$ cat src/rtl/bbox_scan_counter.sv
// Walks every pixel of a signed bounding box row by row, one coordinate per cycle under valid/ready.
// Reports completion with a one-cycle done pulse; empty flags an empty box or an aborted scan.
module bbox_scan_counter #(
   parameter int WIDTH = 10
) (
   input  logic             clk,
   input  logic             reset,
   input  logic             start,
   input  logic             abort,
   input  logic [WIDTH-1:0] x_min,
   input  logic [WIDTH-1:0] x_max,
   input  logic [WIDTH-1:0] y_min,
   input  logic [WIDTH-1:0] y_max,
   input  logic             out_ready,
   output logic             busy,
   output logic             out_valid,
   output logic [WIDTH-1:0] x,
   output logic [WIDTH-1:0] y,
   output logic             last_x,
   output logic             last,
   output logic             done,
   output logic             empty
);

   typedef enum logic [1:0] {S_IDLE, S_RUN, S_DONE} state_t;

   state_t           r_state;
   state_t           w_next;
   logic [WIDTH-1:0] r_xmin, r_xmax, r_ymin, r_ymax;
   logic [WIDTH-1:0] r_x, r_y;
   logic             r_empty;
   logic             w_box_empty;
   logic             w_xfer;
   logic             w_last_x;
   logic             w_last;

   assign w_box_empty = ($signed(x_min) > $signed(x_max)) || ($signed(y_min) > $signed(y_max));
   assign w_xfer      = out_valid && out_ready;
   // End-of-row/frame compare the current value before increment, so max-positive bounds never wrap.
   assign w_last_x    = out_valid && (r_x == r_xmax);
   assign w_last      = w_last_x && (r_y == r_ymax);

   assign x      = r_x;
   assign y      = r_y;
   assign last_x = w_last_x;
   assign last   = w_last;

   always_ff @(posedge clk or posedge reset) begin
      if (reset) begin
         r_state <= S_IDLE;
      end else begin
         r_state <= w_next;
      end
   end

   always_comb begin
      w_next = r_state;
      case (r_state)
         S_IDLE: begin
            if (start) begin
               w_next = w_box_empty ? S_DONE : S_RUN;
            end
         end
         S_RUN: begin
            if (abort || (w_xfer && w_last)) begin
               w_next = S_DONE;
            end
         end
         S_DONE:  w_next = S_IDLE;
         default: w_next = S_IDLE;
      endcase
   end

   always_comb begin
      busy      = 1'b0;
      out_valid = 1'b0;
      done      = 1'b0;
      empty     = 1'b0;
      case (r_state)
         S_RUN: begin
            busy      = 1'b1;
            out_valid = 1'b1;
         end
         S_DONE: begin
            busy  = 1'b1;
            done  = 1'b1;
            empty = r_empty;
         end
         default: ;
      endcase
   end

   always_ff @(posedge clk or posedge reset) begin
      if (reset) begin
         r_xmin  <= '0;
         r_xmax  <= '0;
         r_ymin  <= '0;
         r_ymax  <= '0;
         r_x     <= '0;
         r_y     <= '0;
         r_empty <= 1'b0;
      end else begin
         case (r_state)
            S_IDLE: begin
               if (start) begin
                  r_xmin  <= x_min;
                  r_xmax  <= x_max;
                  r_ymin  <= y_min;
                  r_ymax  <= y_max;
                  r_x     <= x_min;
                  r_y     <= y_min;
                  r_empty <= w_box_empty;
               end
            end
            S_RUN: begin
               // Abort wins over a same-cycle transfer: the presented coordinate is dropped.
               if (abort) begin
                  r_empty <= 1'b1;
               end else if (w_xfer) begin
                  if (w_last) begin
                     r_empty <= 1'b0;
                  end else if (w_last_x) begin
                     r_x <= r_xmin;
                     r_y <= r_y + 1'b1;
                  end else begin
                     r_x <= r_x + 1'b1;
                  end
               end
            end
            default: ;
         endcase
      end
   end

endmodule

$ cat config.mk
export PLATFORM = sky130hd
export DESIGN_NAME = bbox_scan_counter
export DESIGN_NICKNAME = d
export VERILOG_FILES = /design/src/rtl/bbox_scan_counter.sv
export SDC_FILE = /design/constraint.sdc
export NUM_CORES = 1
export LEC_CHECK = 0
export BUFFER_PORTS_ARGS = -buffer_cell sky130_fd_sc_hd__buf_4
export CELL_PAD_IN_SITES_DETAIL_PLACEMENT = 0
export CELL_PAD_IN_SITES_GLOBAL_PLACEMENT = 2
export CORE_MARGIN = 5
export CORE_UTILIZATION = 30
export CTS_CLUSTER_SIZE = 12
export DETAILED_ROUTE_END_ITERATION = 12
export GPL_ROUTABILITY_DRIVEN = 1
export PLACE_DENSITY = 0.73
export SYNTH_ARGS = -nofsm -noshare
export SYNTH_HDL_FRONTEND = slang
export SYNTH_SLANG_ARGS = --single-unit
$ cat constraint.sdc
create_clock -name clk -period 2.6 [get_ports clk]
set_input_delay 0.52 -clock clk [delete_from_list [all_inputs] [get_ports clk]]
set_output_delay 0.52 -clock clk [all_outputs]
set_load 0.1 [all_outputs]
=== Word-level counts from Yosys, hierarchy flattened ===
Index checks and enable logic that the tools add are counted.

* Register bits after elaboration: 53
* Output and inout bits: 26
* Bits of input ports: 45
* Word-level logic and storage cells: 62

* Mux-type cells: 25
* Reductions and logical operators: 14
* Equality and inequality tests: 12
* Magnitude comparators: 2
* Add/subtract/negate cells: 2

{| class="wikitable"
|+ Operators with widths
! cell !! number
|-
| 10-bit 2-to-1 mux || 10
|-
| 10-bit case mux with 2 select lines || 2
|-
| 10-bit by 1-bit adder with 10-bit output (second input constant) || 2
|-
| 10-bit == test || 2
|-
| 10-bit greater-than comparator || 2
|-
| 2-bit != test (second input constant) || 6
|-
| 1-bit 2-to-1 mux || 8
|-
| 2-bit 2-to-1 mux || 3
|-
| 3-bit != test (second input constant) || 2
|-
| 6-bit AND reduction || 1
|-
| 5-bit AND reduction || 1
|-
| 1-bit logical AND || 4
|-
| 2-bit case mux with 2 select lines || 1
|-
| 2-bit AND reduction || 2
|-
| 4-bit AND reduction || 1
|-
| 2-bit by 1-bit == test with 1-bit output (second input constant) || 1
|-
| 2-bit == test (second input constant) || 1
|-
| 2-bit logical NOT || 1
|-
| 1-bit logical OR || 2
|-
| 1-bit case mux with 2 select lines || 1
|-
| 2-bit nonzero test || 1
|-
| 2-bit OR reduction || 1
|}

=== Longest topological paths before layout ===
Gate-level depths: netlist of the first run.

* Depth after elaboration: 8
* Gate-level depth with buffers: 10
* Gate-level depth less buffers: 8

=== Worst setup path before layout of the first run ===
No wires, ideal clock.

* Path kind: register -> output
* Start: register r_state[1]
* End: output port last
* Buffers on the path: 1
* Arrival time: 3.271 ns
* Data required time: 2.080 ns
* Cell stages (with the launch flop): 8
* Slack: -1.191 ns
* Cells stage by stage: dfrtp_1 -> inv_1 -> ha_1 -> clkbuf_1 -> and4_1 -> nand3_2 -> inv_2 -> and2_1

* Cells in the longest elaborated chain, start to end: 4

{| class="wikitable"
|+ Ends and longest elaborated chain
! element !! RTL line !! source
|-
| from (decl) || 27 || <nowiki>state_t r_state;</nowiki>
|-
| from (signal assigned) || 52 || <nowiki>r_state <= w_next;</nowiki>
|-
| 2-bit by 1-bit == test with 1-bit output || 79 || <nowiki>case (r_state)</nowiki>
|-
| 1-bit 2-to-1 mux || 79 ||
|-
| net out_valid || 16 || <nowiki>output logic out_valid,</nowiki>
|-
| 1-bit logical AND || 40 || <nowiki>assign w_last_x = out_valid && (r_x == r_xmax);</nowiki>
|-
| net last_x || 19 || <nowiki>output logic last_x,</nowiki>
|-
| 1-bit logical AND || 41 || <nowiki>assign w_last = w_last_x && (r_y == r_ymax);</nowiki>
|-
| to (decl) || 20 || <nowiki>output logic last,</nowiki>
|}

The timed path passes the listed nets, and every way through them passes these cells.

=== Worst setup path after layout of the first run ===
* Start: register r_state[1]
* End: output port last

* Cells in the longest elaborated chain, start to end: 4

{| class="wikitable"
|+ Ends and longest elaborated chain
! element !! RTL line
|-
| 2-bit by 1-bit == test with 1-bit output || 79
|-
| 1-bit 2-to-1 mux || 79
|-
| 1-bit logical AND || 40
|-
| 1-bit logical AND || 41
|}

Every way passes these cells.

==> results of run 1 <==
-- registers in the layout, summed over array words and instances (netlist names) --
| name | cells |
|---|---|
| r_ymax | 10 |
| r_xmin | 10 |
| r_state | 2 |
| r_xmax | 10 |
| y | 10 |
| r_empty | 1 |
| x | 10 |
-- worst max-delay path, delay by kind of cell, from the launching register on --
kind	cells	cell delay, ns
DFF	1	0.40
buffers and inverters	3	0.45
and+or+nand+nor	3	0.54
adders and majority gates	1	0.27
-- final timing paths --
check | end | start
worst min register to register | r_xmax[3]$_DFFE_PP0P_ | r_xmax[3]$_DFFE_PP0P_
max in group asynchronous | y[9]$_DFFE_PP0P_ | reset
worst min-delay path | r_xmin[6]$_DFFE_PP0P_ | reset
worst max register to register | y[8]$_DFFE_PP0P_ | r_state[1]$_DFFE_PP0P_
worst max-delay path | last | r_state[1]$_DFFE_PP0P_
min in group clk | r_ymax[0]$_DFFE_PP0P_ | y_max[0]
-- per-stage QoR --
| step | utilization [%] | area, µm² |
|---|---|---|
| after CTS | 38.20 | 4324 |
| after floorplan | - | 3468 |
| after global routing | 38.23 | 4328 |
| final | 38.23 | 4328 |
| after detailed placement | 36.97 | 4185 |
| after global placement | 36.97 | 4185 |
-- cells in the final DEF, fill, tap and decap left out, drive strengths merged, types with 2 or more instances in the layout --
cell,n
a31oi,9
clkbuf,6
a21oi,19
inv,30
ha,25
a41oi,2
mux2,15
and4,7
and2,2
and3,8
nand2b,3
nor2,21
o22ai,2
o211ai,7
nand4,8
o32ai,4
o31ai,4
o21ai,27
nand3,11
mux2i,5
buf,78
a21o,3
nand2,42
clkinv,2
xnor2,21
o21a,2
or3,2
xor2,7
nor3,7
dfrtp,53
-- cell families (layout without fill, tap and decap cells) --
family	Yosys count	after routing	share of synthesized area (%)
flip-flops	53	53	38.71
XOR/XNOR	28	28	7.159
buffers and inverters	46	116	5.368
AND/OR/NAND/NOR	114	114	16.65
adder cells (fa/ha/maj)	25	25	9.131
multiplexers	20	20	6.392
AO/OA/AOI/OAI	87	87	16.58
-- area by class of cell --
class / instances / area share [%]
Clock inverter: 2 / 0.2313
Sequential cell: 53 / 31.05
Inverter: 30 / 2.775
Timing Repair Buffer: 78 / 14.19
Multi-Input combinational cell: 274 / 44.64
Clock buffer: 6 / 2.978
Tap cell: 143 / 4.134
-- metal layers --
layer	GRT usage [%]	part of all wire [%]	vias up
li1	-	-	1463
met1	22.55	51	1371
met2	22.30	44	68
met3	2.365	4.5	6
met4	3.287	1.0	0
met5	0	0	-
-- synthesized netlist by cell type, types with 2 or more instances --
| master | instances | area, µm² |
|---|---|---|
| and4_1 | 7 | 61.31 |
| o22ai_1 | 2 | 12.51 |
| nand3_1 | 10 | 50.05 |
| o31ai_1 | 3 | 22.52 |
| xnor2_1 | 21 | 183.9 |
| inv_1 | 29 | 108.9 |
| a21oi_1 | 19 | 95.09 |
| and2_1 | 2 | 12.51 |
| nor2_1 | 21 | 78.83 |
| nor3_1 | 7 | 35.03 |
| o32ai_1 | 4 | 35.03 |
| ha_1 | 25 | 312.8 |
| mux2i_1 | 5 | 50.05 |
| dfrtp_1 | 53 | 1326 |
| clkbuf_1 | 10 | 37.54 |
| nand4_1 | 8 | 50.05 |
| o21ai_0 | 27 | 135.1 |
| buf_4 | 2 | 15.01 |
| a31oi_1 | 9 | 56.30 |
| and3_1 | 8 | 50.05 |
| o21a_1 | 2 | 15.01 |
| buf_2 | 3 | 15.01 |
| or3_1 | 2 | 12.51 |
| mux2_2 | 15 | 168.9 |
| a21o_1 | 3 | 22.52 |
| xor2_1 | 7 | 61.31 |
| nand2_1 | 42 | 157.7 |
| nand2b_1 | 3 | 18.77 |
| o211ai_1 | 7 | 52.55 |
| a41oi_1 | 2 | 17.52 |
-- report_power, final --
part           switching [mW]  internal (mW)  leakage [nW]
registers               0.514           1.25         0.611
clock network           0.312          0.356        0.0706
logic                    2.28           1.06          1.27
total                    3.10           2.67          1.95
==> metrics.md, run 1 <==
| Metric | Value |
|---|---|
| Yosys synthesis warning count | 0 |
| 1st-pass router iterations | 4 |
| Max Cap Viol | 0 |
| Via count | 2,908 |
| Antenna Nets Post-Route | 0 |
| Vias in the first global route | 2,940 |
| DR vias/cell | 4.962 |
| R2r setup slk | 0.27 ns |
| Required @ worst endpoint | 2.08 ns |
| GR Overflow Total | 0 |
| Area taken by multi-input logic gates | 1932 µm² |
| Fin cells | 586 |
| 1st-iter DRT viols | 129 |
| Final min period | 2.490 ns |
| Total GRT Usage | 14.88% |
| Peak VDD IR | 1085 µV |
| Area Growth Syn to Fin | 26.33% |
| Register Area | 1344 µm² |
| Gpl congestion | 0.7715 |
| Post-CTS Hold Buffers | 0 |
| Die Y-Extent | 116.9 µm |
| Layout cell share with drive strength beyond 1 | 28.22% |
| Antenna cells | 0 |
| Initial antenna violation count | 0 |
| Post-Route WL | 9765 µm |
| Clock Pin Slew Worst Setup and Hold Paths | 0.07 ns |
| FILL cells | 1,182 |
| PwrDens | 1333 nW/µm² |
| Dominant synthesized flop cell | dfrtp_1 |
| Setup clock skew after layout | 0.007460 ns |
| Largest net degree at the start of global routing | 51 |
| Critical-path top delay cell | dfrtp_1 |
| Cells on worst reg2reg path | 9 |
| Nature of the critical path endpoint | output pin |
| Initial core utilization | 30.26% |
| Rel. slew slack | 68.67% |
| Synthesized area | 3426 µm² |
| Post_cts resized | 0 |
| Fmax | 0.4016 GHz |
| Library cells used by synthesis | 45 |
| Max incr delay on CP | 0.40 ns |
| H-Tree Depth | 2 |
| CTS Root Buffer Type | clkbuf_16 |
| Post-place setup slack | 0.1870 ns |
| Placed Cells | 578 |
| Floorplan core area | 11,320 µm² |
| Hold crit path type | in -> async |
| DRC Markers | 0 |
| Unrepaired setup endpoints after global routing | no |
| Post-synth EDFFs | 0 |
| Dpl hpwl | 7603 µm |
| Clk Latency, worst-skew pair | 0.29 ns |
| Row count | 39 |
| Critical path, cell by cell | inv_1, ha_4, and4_1, nand3_2, inv_8, and2_4, buf_6 |
| Sequential share of the synthesized area | 38.71% |
| Synthesized instance count | 373 |
| Mapped Nets | 443 |
| Leak Pwr | 1.950 nW |
| Status | finished, final reports clean |
| Syn Area/Cell | 9.184 µm² |
| Final setup violation count | 0 |
| Total CTS buffers | 5 |
| Synth Register Bits | 53 |
| Min Hold Slack | 0.2467 ns |
| PortBufs | 70 |
| Post-CTS Setup Inserts | 0 |
| Slack of the critical path | 0.1099 ns |
| Critical path peak fanout | 16 |
| CP startpoint kind | flop |
| CP Data Arrival Time | 1.97 ns |
| Global-route wire length before repair | 15,750 µm |
| Worst-margin pin slew | 0.4663 ns |
| DIE AREA | 13,660 µm² |
| Clk buf depth | 2 |
| Clock sink count | 53 |
| Overall power | 5.769 mW |
| Crit Path Class | reg -> out |
| Final hold violations | 0 |
| NumNets Final | 512 |
| Crit share post-route | 95.77% |
| Max Slew Vio Count | 0 |
| Wirelength per Cell | 16.66 µm |
| Setup TNS | 0 ns |
| IO Pins | 71 |
| Async set-reset flop share out of synthesis | 100.0% |
| Die Span X | 116.9 µm |
| CTS tree | built |
(Power assumes the default switching activity.)
==> run 2: changes to the inputs <==
--- a/config.mk
+++ b/config.mk
@@ -9,11 +9,11 @@
 export CELL_PAD_IN_SITES_DETAIL_PLACEMENT = 0
 export CELL_PAD_IN_SITES_GLOBAL_PLACEMENT = 2
 export CORE_MARGIN = 5
-export CORE_UTILIZATION = 30
+export CORE_UTILIZATION = 25
 export CTS_CLUSTER_SIZE = 12
 export DETAILED_ROUTE_END_ITERATION = 12
 export GPL_ROUTABILITY_DRIVEN = 1
-export PLACE_DENSITY = 0.73
+export PLACE_DENSITY = 0.65
 export SYNTH_ARGS = -nofsm -noshare
 export SYNTH_HDL_FRONTEND = slang
 export SYNTH_SLANG_ARGS = --single-unit
==> constraint.sdc (replaced) <==
create_clock -name clk -period 2.2 [get_ports clk]
set_input_delay 0.44 -clock clk [delete_from_list [all_inputs] [get_ports clk]]
set_output_delay 0.44 -clock clk [all_outputs]
set_load 0.1 [all_outputs]
==> run 2 against run 1 <==
  * The flow now finishes with violations (negative setup slack)
  * Power grew 31%
  * Highest routed layer unchanged
  * Flip-flop and latch count is the same
  * Critical endpoint unchanged
  * Critical path type unchanged
  * Sequential share of layout area shrank 3.3 points
==> metrics.md, run 2 (same netlist as run 1, synthesis figures left out) <==
| Metric | Value |
|---|---|
| Placed Cells | 650 (+12%) |
| DIE AREA | 16,140 µm² (+18%) |
| PortBufs | 70 (unchanged) |
| FILL cells | 1,436 (+21%) |
| Antenna Nets Post-Route | 0 (unchanged) |
| Area Growth Syn to Fin | 42.26% |
| Nature of the critical path endpoint | output pin |
| Critical path peak fanout | 2 (-14) |
| Unrepaired setup endpoints after global routing | yes |
| Slack of the critical path | -0.06325 ns (-0.1732 ns) |
| H-Tree Depth | 2 (unchanged) |
| Critical path, cell by cell | xnor2_2, nand4_1, nor4_4, and2_4, buf_12 |
| Layout cell share with drive strength beyond 1 | 39.18% (+11 points) |
| Wirelength per Cell | 16.34 µm (-1.9%) |
| Switching portion of total power | 51.44% (-2.3 points) |
| CTS Root Buffer Type | clkbuf_16 |
| Global-route wire length before repair | 17,250 µm (+9.5%) |
| Largest net degree at the start of global routing | 51 (unchanged) |
| Total GRT Usage | 13.56% (-1.3 points) |
| Overall power | 7.562 mW (+31%) |
| Fmax | 0.4418 GHz |
| Final setup violation count | 1 (+1) |
| Row count | 42 (+7.7%) |
| Fin cells | 666 (+14%) |
| Setup clock skew after layout | 0.007812 ns (+0.0003521 ns) |
| Clk buf depth | 2 (unchanged) |
| Gpl congestion | 0.7886 (+2.2%) |
| Total CTS buffers | 5 (unchanged) |
| Crit Path Class | reg -> out |
| Critical-path top delay cell | dfrtp_2 |
| Worst-margin pin slew | 0.6463 ns (+0.1800 ns) |
| Max Slew Vio Count | 0 (unchanged) |
| CTS tree | built |
| CP Data Arrival Time | 1.82 ns (-0.15 ns) |
| Max incr delay on CP | 0.44 ns (+0.04 ns) |
| Setup TNS | -0.06325 ns (-0.06325 ns) |
| Crit share post-route | 102.9% |
| Dpl hpwl | 8491 µm (+12%) |
| Post-place setup slack | -0.1340 ns (-0.3211 ns) |
| Rel. slew slack | 56.85% (-12 points) |
| Floorplan core area | 13,350 µm² (+18%) |
| Sequential fraction of design power | 25.6% (-4.9 points) |
| Most common cell after layout, fill and taps aside | buf_4 |
| Via count | 3,148 (+8.3%) |
| CP startpoint kind | flop |
| Logic pwr share | 62.2% (+4.3 points) |
| Hold crit path type | in -> async |
| NumNets Final | 559 (+9.2%) |
| Initial antenna violation count | 0 (unchanged) |
| Most frequent cells in the layout | 119 x buf_4, 42 x nand2_1, 33 x dfrtp_1 |
| GR Overflow Total | 0 (unchanged) |
| Clock share of power | 12.2% (+0.6 points) |
| Status | finished with violations |
| Peak VDD IR | 563.1 µV (-48%) |
| Die Y-Extent | 127.1 µm (+8.7%) |
| Clk Latency, worst-skew pair | 0.30 ns (about the same) |
| CP top delay family | simple AND/OR/NAND/NOR gates |
| DR vias/cell | 4.727 (-4.8%) |
| Initial core utilization | 25.67% (-4.6 points) |
| Final min period | 2.263 ns |
| Antenna cells | 0 (unchanged) |
| Max Cap Viol | 0 (unchanged) |
| P_int | 3.672 mW (+38%) |
| Leak Pwr | 2.237 nW (+15%) |
| Post-Route WL | 10,880 µm (+11%) |
| Crit path buf inv count | 1 (-2) |
| Clock sink count | 53 (unchanged) |
| Required @ worst endpoint | 1.76 ns (-0.32 ns) |
| Die Span X | 127.1 µm (+8.7%) |
| Failing checks | negative setup slack |
| Psw | 3.890 mW (+25%) |
| Post-CTS Hold Buffers | 0 (unchanged) |
| PwrDens | 1552 nW/µm² (+16%) |
| IO Pins | 71 (unchanged) |
| Vias in the first global route | 3,096 (+5.3%) |
| Clock Pin Slew Worst Setup and Hold Paths | 0.08 ns (about the same) |
| 1st-iter DRT viols | 193 (+50%) |
| DRC Markers | 0 (unchanged) |
| Final core utilization | 36.51% (-1.7 points) |
| 1st-pass router iterations | 4 (unchanged) |
| Final hold violations | 0 (unchanged) |
-- run 2: cell count changes in the layout (fill, tap and decap cells not counted), sizes merged --
cell    change
buf        +47
bufinv      +1
clkinv      -1
-- run 2: path summary, 6_finish.rpt --
check | start | to | slack (ns) | cells after the start
worst min register to register | r_xmax[1]$_DFFE_PP0P_ | r_xmax[1]$_DFFE_PP0P_ | 0.51 | 2
min in group clk | x_max[0] | r_xmax[0]$_DFFE_PP0P_ | 0.40 | 2
max in group asynchronous | reset | y[7]$_DFFE_PP0P_ | 1.30 | 3
worst max-delay path | y[5]$_DFFE_PP0P_ | last | -0.06 | 5
worst max register to register | x[3]$_DFFE_PP0P_ | y[0]$_DFFE_PP0P_ | 0.02 | 7
worst min-delay path | reset | r_xmin[3]$_DFFE_PP0P_ | 0.23 | 2
-- run 2: final cells by class --
type | count | area [µm²] | area share (%)
clock buffer | 6 | 128.9 | 2.644
multi-input combinational | 274 | 2031 | 41.67
clock inverter | 2 | 38.79 | 0.7959
sequential | 53 | 1351 | 27.73
tap | 176 | 220.2 | 4.519
timing repair buffer | 125 | 978.4 | 20.08
inverter | 30 | 125.1 | 2.567
-- run 2: per-stage QoR --
step                      cell area (µm²)  hold slack, ns
after CTS                            4798          0.2519
after floorplan                      3536          0.4674
after global placement               4547          0.4827
after detailed placement             4547          0.4928
after global routing                 4873          0.2880
final                                4873          0.2305
-- run 2: timing repair --
action	in CTS	in global routing
buffers inserted	5	3
endpoints found under the hold margin	0	0
endpoints found under the setup margin	2	9
pin swaps	5	8
resized for setup	8	10
-- run 2: routing by layer --
metal	track usage, %	wire, µm	up-vias
met5	0	0	-
met3	1.878	454	8
met4	3.155	106	0
met1	20.38	5437	1506
li1	-	-	1554
met2	20.58	4884	80
-- run 2: power groups by stage --
stage                     sequential (mW)  clock, mW  combinational [mW]
after floorplan                      3.21          0                2.00
after global placement               1.93          0                4.49
after detailed placement             1.94          0                4.51
after CTS                            1.91      0.958                4.65
after global routing                 2.01      0.990                5.04
final                                1.94      0.923                4.70
